--- config.mk ---
export PLATFORM = sky130hd
export DESIGN_NAME = seq_divider
export DESIGN_NICKNAME = d
export VERILOG_FILES = /design/src/rtl/divider_pkg.sv /design/src/rtl/div_trial_sub.sv /design/src/rtl/seq_divider.sv
export SDC_FILE = /design/constraint.sdc
export NUM_CORES = 1
export LEC_CHECK = 0
export BUFFER_PORTS_ARGS = -buffer_cell sky130_fd_sc_hd__buf_2
export CAP_MARGIN = 20
export CORE_UTILIZATION = 25
export CTS_CLUSTER_DIAMETER = 120
export DETAILED_ROUTE_END_ITERATION = 10
export PLACE_DENSITY = 0.4
export SYNTH_ARGS = -nofsm -noshare
export SYNTH_HDL_FRONTEND = slang
export SYNTH_SLANG_ARGS = --single-unit
--- constraint.sdc ---
create_clock -name CLK -period 2.5 [get_ports CLK]
set_input_delay 0.5 -clock CLK [delete_from_list [all_inputs] [get_ports CLK]]
set_output_delay 0.5 -clock CLK [all_outputs]
set_load 0.01 [all_outputs]
--- src/rtl/divider_pkg.sv ---
// Shared definitions for the sequential restoring divider.
// State encoding and counter sizing used by the top and its datapath.
package divider_pkg;

  typedef enum logic [1:0] {
    IDLE   = 2'd0,
    RUN    = 2'd1,
    FINISH = 2'd2
  } state_t;

  function automatic int cnt_w(input int w);
    return $clog2(w + 1);
  endfunction

endpackage

--- src/rtl/div_trial_sub.sv ---
// Trial subtraction for one restoring-divide step.
// A negative result means the divisor did not fit.
module div_trial_sub
  import divider_pkg::*;
#(
  parameter int WIDTH = 4
) (
  input  logic [WIDTH:0] a,
  input  logic [WIDTH:0] b,
  output logic [WIDTH:0] diff,
  output logic           neg
);

  assign diff = a - b;
  assign neg  = diff[WIDTH];

endmodule

--- src/rtl/seq_divider.sv ---
// Multi-cycle unsigned restoring divider, one trial subtract per clock.
// Outputs are registered and hold until the next completion.
module seq_divider
  import divider_pkg::*;
#(
  parameter int WIDTH = 4
) (
  input  logic             CLK,
  input  logic             RST_N,
  input  logic             START,
  input  logic [WIDTH-1:0] DIVIDEND,
  input  logic [WIDTH-1:0] DIVISOR,
  output logic             BUSY,
  output logic             DONE,
  output logic [WIDTH-1:0] QUOTIENT,
  output logic [WIDTH-1:0] REMAINDER,
  output logic             DIV_BY_ZERO
);

  localparam int CW = cnt_w(WIDTH);
  localparam logic [CW-1:0] LAST = CW'(WIDTH);

  state_t           state;
  logic [CW-1:0]    cnt;
  logic [WIDTH-1:0] rem;
  logic [WIDTH-1:0] q;
  logic [WIDTH-1:0] dvs;
  logic [WIDTH-1:0] dvd;
  logic             dz;

  logic [WIDTH:0]   shifted;
  logic [WIDTH:0]   diff;
  logic             neg;

  assign shifted = {rem, q[WIDTH-1]};

  div_trial_sub #(
    .WIDTH(WIDTH)
  ) u_sub (
    .a   (shifted),
    .b   ({1'b0, dvs}),
    .diff(diff),
    .neg (neg)
  );

  always_ff @(posedge CLK) begin
    if (!RST_N) begin
      state       <= IDLE;
      cnt         <= '0;
      rem         <= '0;
      q           <= '0;
      dvs         <= '0;
      dvd         <= '0;
      dz          <= 1'b0;
      BUSY        <= 1'b0;
      DONE        <= 1'b0;
      QUOTIENT    <= '0;
      REMAINDER   <= '0;
      DIV_BY_ZERO <= 1'b0;
    end else begin
      DONE <= 1'b0;
      unique case (state)
        IDLE: begin
          if (START) begin
            dvd   <= DIVIDEND;
            dvs   <= DIVISOR;
            dz    <= (DIVISOR == '0);
            q     <= DIVIDEND;
            rem   <= '0;
            cnt   <= '0;
            state <= RUN;
          end
        end
        RUN: begin
          // a zero divisor spends one quiet cycle here, BUSY stays low
          if (dz) begin
            state       <= FINISH;
            DONE        <= 1'b1;
            QUOTIENT    <= '1;
            REMAINDER   <= dvd;
            DIV_BY_ZERO <= 1'b1;
          end else if (cnt == LAST) begin
            state       <= FINISH;
            BUSY        <= 1'b0;
            DONE        <= 1'b1;
            QUOTIENT    <= q;
            REMAINDER   <= rem;
            DIV_BY_ZERO <= 1'b0;
          end else begin
            BUSY <= 1'b1;
            cnt  <= cnt + CW'(1);
            rem  <= neg ? shifted[WIDTH-1:0] : diff[WIDTH-1:0];
            q    <= {q[WIDTH-2:0], ~neg};
          end
        end
        FINISH: state <= IDLE;
        default: state <= IDLE;
      endcase
    end
  end

endmodule
After elaboration in Yosys (flattened, before gate mapping)
Cells that the tools add are included.
{"block": "totals", "regBits": 33, "latch_bits": 0, "ramBits": 0, "romBits": 0, "input_bits": 11, "out_inout_bits": 11, "n_memories": 0}
{"block": "classes", "n_addsub": 2, "multipliers": 0, "n_div": 0, "n_lt_le_gt_ge": 0, "n_eq_ne": 6, "n_shift": 0, "muxes": 26, "bitwise": 2, "n_reduce_logical": 10}
{"operator": "2-to-1 mux 4 bit", "n": 11}
{"operator": "one-hot mux 4 bit (2 select lines)", "n": 2}
{"operator": "AND reduction 2 bit", "n": 5}
{"operator": "2-to-1 mux 3 bit", "n": 3}
{"operator": "2-to-1 mux 2 bit", "n": 3}
{"operator": "inequality test 2 bit, second input constant", "n": 3}
{"operator": "one-hot mux 3 bit (2 select lines)", "n": 1}
{"operator": "2-to-1 mux 1 bit", "n": 5}
{"operator": "subtractor 5 x 4 -> 5 bit", "n": 1}
{"operator": "logical NOT 4 bit", "n": 1}
{"operator": "one-hot mux 2 bit (2 select lines)", "n": 1}
{"operator": "AND reduction 4 bit", "n": 1}
{"operator": "nonzero test 2 bit", "n": 2}
{"operator": "adder 3 x 1 -> 3 bit, second input constant", "n": 1}
{"operator": "equality test 3 bit, second input constant", "n": 1}
{"operator": "inequality test 3 bit, second input constant", "n": 1}
{"operator": "equality test 2 x 1 -> 1 bit, second input constant", "n": 1}
{"operator": "logical NOT 2 bit", "n": 1}
{"operator": "NOT 1 bit", "n": 2}

Logic depth before layout (Yosys ltp)
{"block": "depth", "depth_word": 5, "depth_mapped": 8}

By module
A second synthesis with hierarchy kept.
{"block": "unflattened", "hier_cells": 167, "area_unflattened_um2": 1599.0}
{"module": "seq_divider", "instances": 1, "cells_per_inst": 147, "area_each_um2": 1433.9}
{"module": "div_trial_sub", "instances": 1, "cells_per_inst": 20, "area_each_um2": 165.2}

Least setup slack after synthesis
OpenSTA, ideal clock, no wires.
{"block": "synth_path", "path_kind": "register to register", "from": "reg q[3]", "to": "reg rem[3]", "setup_time_ns": 0.073, "t_arrival_ns": 1.828, "required_ns": 2.427, "setup_slack_ns": 0.599, "stages_incl_launch_ff": 9, "path_buffers": 0, "cell_sequence": "dfxtp_1 > inv_1 > ha_1 > inv_1 > fa_1 > nand3_1 > a21boi_2 > or4b_1 > o211ai_2"}
{"block": "synth_between", "elab_chain_cells": 5}
{"item": "start, declared", "line_no": "seq_divider.sv:26", "rtl": "logic [WIDTH-1:0] q;"}
{"item": "start signal, assigned", "line_no": "seq_divider.sv:93", "rtl": "q <= {q[WIDTH-2:0], ~neg};"}
{"item": "subtractor 5 x 4 -> 5 bit", "line_no": "div_trial_sub.sv:14", "rtl": "assign diff = a - b;"}
{"item": "2-to-1 mux 4 bit", "line_no": "seq_divider.sv:92", "rtl": "rem <= neg ? shifted[WIDTH-1:0] : diff[WIDTH-1:0];"}
{"item": "2-to-1 mux 4 bit", "line_no": "seq_divider.sv:82", "rtl": "end else if (cnt == LAST) begin"}
{"item": "2-to-1 mux 4 bit", "line_no": "seq_divider.sv:76", "rtl": "if (dz) begin"}
{"item": "one-hot mux 4 bit (2 select lines)", "line_no": "seq_divider.sv:62", "rtl": "unique case (state)"}
{"item": "end signal, assigned", "line_no": "seq_divider.sv:92"}
{"item": "end, declared", "line_no": "seq_divider.sv:25", "rtl": "logic [WIDTH-1:0] rem;"}
Every way passes these cells. The select of a mux whose other input is x is not followed.
A chain may end at the register's enable or synchronous reset.

Worst setup path after layout
Ends and elaborated chain as after synthesis.

==> results.md <==
- Status: completed
- Initial cell density of the core: 26.4%
- Most used cell, CP: inv_1
- Clock Path Buffers: 2
- Routed Antenna Nets: 0
- Vias in the first global route: 1225
- Sw Share: 24.9%
- Post-route clock period utilization: 81.0%
- Startpoint types: register
- Synth Net Count: 200
- CP arrival: 2.23 ns
- Total core area: 6030 um^2
- Final net count: 220
- Crit path required time: 2.71 ns
- Post-synth EDFFs: 0
- Seq/Total Area, Yosys: 41.5%
- Clk slew on worst S/H paths: 0.07 ns
- I/O Buffers: 21
- WHS Endpoint: dvd[2]
- Tightest Pin Transition: 0.691 ns
- DR WL/cell: 13.9 um
- Relative slew slack: 53.0%
- Synth Flop Type: dfxtp_1
- Number of fill cells: 666
- Diode count: 0
- Fin. Hold Viols: 0
- Flop pwr share: 42.1%
- Leak Pwr: 0.000744 uW
- Gpl congestion: 0.761
- Area delta synth->final: 19.1%
- Via count: 1324
- Ys async rst share: 0%
- Width of the chip: 81.8 um
- Leading cell types in the layout, fill and taps excluded: 33 x dfxtp_1, 25 x nand2_1, 23 x a21oi_1
- R2r worst-path depth: 8
- Critical R2R Capture: rem[3]
- CP bufs+invs: 2
- DRC Markers: 0
- DP HPWL: 2.80 mm
- Clk_skew: 0.00742 ns
- Peak per-stage delay on the critical path: 0.54 ns
- Hold Path Origin: dvd[2]
- Hold Path Class: reg2reg
- Cts bufs inserted: 5
- First-pass GRT wire length: 6.32 mm
- Syn_area_per_cell: 8.75 um^2
- Initial antenna violation count: 0
- Flops & latches, synth: 33
- Synth unique cells: 43
- Global route total overflow: 0
- Total GRT Usage: 13.0%
- Drt total wl: 3.86 mm
- # resized after CTS: 0
- Area of the die: 6690 um^2
- Peak supply drop: 0.307 mV
- DR pass1 iterations: 4
- Int Power: 1030 uW
- Row Count: 28
- Internal reg-to-reg setup slack: 0.47 ns
- CP Class: reg2reg
- Via density: 4.76
- CP Capture Type: register
- Hold depth: 2
- Family with the most delay on the worst path: simple AND/OR/NAND/NOR gates
- CTS root buffer: clkbuf_8
- Synthesized netlist cell count: 182
- RSZ-0062 raised after global routing: no
- PwrDens: 725 nW/um^2
- Reg2reg start: q[3]
- Clock network power share: 43.0%
- TNS Setup: 0 ns
- Worst path cell trace: inv_1 > ha_1 > inv_1 > fa_1 > nand3_1 > a21boi_2 > or4b_1 > o211ai_2
- Setup violations, final: 0
- H-tree depth: 2
- Final WS setup: 0.474 ns
- Synthesized area: 1590 um^2
- Placed Area: 1760 um^2
- CTS tree: done
- Worst-Skew Late Latency: 0.28 ns
- Post-CTS setup buffer count: 0
- Max Clk Rate: 494 MHz
- DRT iter0 DRCs: 74
- CTS Hold Bufs: 0
- Cell area after layout: 1900 um^2
- Post-placement setup slack: 0.467 ns
- Final Slew Violations: 0
- Synth warn: 0
- Worst-path maximum fanout: 4
- Combinational power share: 14.9%
- Pin count of the biggest net entering global routing: 29
- CP max-delay cell: or4b_1
- I/O pin total: 22
- Most common cell after layout, fill and taps aside: dfxtp_1
- Die height: 81.8 um
- Post-route minimum period: 2.03 ns
- Clk sinks: 33
- Maxcap violations: 0
- Fraction of layout cells with a size suffix above 1: 20.7%
- Net Sw Power: 343 uW
power by group through the flow:
stage	clock network, uW	registers (uW)	logic (uW)
after floorplan	0	578	161
after global placement	0	592	209
after detailed placement	0	592	205
after CTS	616	580	206
after global routing	643	584	230
final	592	579	205
cells by family after synthesis:
group	Yosys count	synth area share, %
AOI/OAI and AO/OA	57	23.6
and+or+nand+nor	54	17.1
DFF	33	41.5
buffers and inverters	22	6.05
muxes	8	5.26
adders and majority gates	7	5.97
xor gates and xnor gates	1	0.550
how the worst max path moves through the flow:
| stage | startpoint | endpoint | slack (ns) | depth (start not counted) |
|---|---|---|---|---|
| floorplan | q[3] | rem[3] | 0.60 | 8 |
| global placement | q[3] | rem[3] | 0.50 | 8 |
| detailed placement | q[3] | rem[3] | 0.47 | 8 |
| CTS | q[3] | rem[3] | 0.46 | 8 |
| global route | q[3] | rem[2] | 0.29 | 8 |
| finish | q[3] | rem[3] | 0.47 | 8 |
worst register-to-register path, cell delays in order, from the launching register on:
cell and delay [ns]:
dfxtp_1 0.32, inv_1 0.08, ha_1 0.16, inv_1 0.05, fa_1 0.41, nand3_1 0.18
a21boi_2 0.09, or4b_1 0.54, o211ai_2 0.14
cells in the mapped netlist (all sizes together), types with 2 or more instances:
library cell  number  area (um^2)
a211oi             6         45.0
clkbuf             4         15.0
o21a               2         15.0
dfxtp             33          661
ha                 6         75.1
buf                8         43.8
o211ai             5         42.5
o21ai              6         30.0
nand4b             2         23.8
a22oi              2         15.0
nand3              3         15.0
a21oi             25          140
nand3b             3         22.5
nand2             25         93.8
o31ai              3         22.5
nor3               4         20.0
nand2b             3         18.8
nor2               7         26.3
a31oi              3         18.8
mux2i              8         83.8
inv               10         37.5
sequential cells by signal, indices dropped and copies added (netlist names):
signal,cells
BUSY,1
DIV_BY_ZERO,1
DONE,1
QUOTIENT,4
REMAINDER,4
cnt,3
dvd,4
dvs,4
dz,1
q,4
rem,4
state,2
layout make-up:
class	instances	area (um^2)	area share (%)
Sequential cell	33	661	34.8
Clock inverter	3	65.1	3.43
Clock buffer	5	68.8	3.63
Timing Repair Buffer	25	135	7.12
Tap cell	75	93.8	4.95
Inverter	10	37.5	1.98
Multi-Input combinational cell	127	836	44.1
routing by layer:
layer | share of wire [%] | global-route usage (%) | vias up
li1 | - | - | 691
met1 | 53 | 18.5 | 612
met2 | 44 | 18.9 | 19
met3 | 2.7 | 3.33 | 2
met4 | 0.60 | 3.68 | 0
met5 | 0 | 0 | -
per-stage QoR:
stage	instances	power, uW	utilization [%]	hold slack (ns)
floorplan	182	740	-	0.436
global placement	270	801	29.3	0.445
detailed placement	270	797	29.3	0.450
CTS	278	1400	31.5	0.461
global route	278	1460	31.5	0.468
finish	278	1380	31.5	0.459
Note: power is estimated with default switching activity, not from simulation.
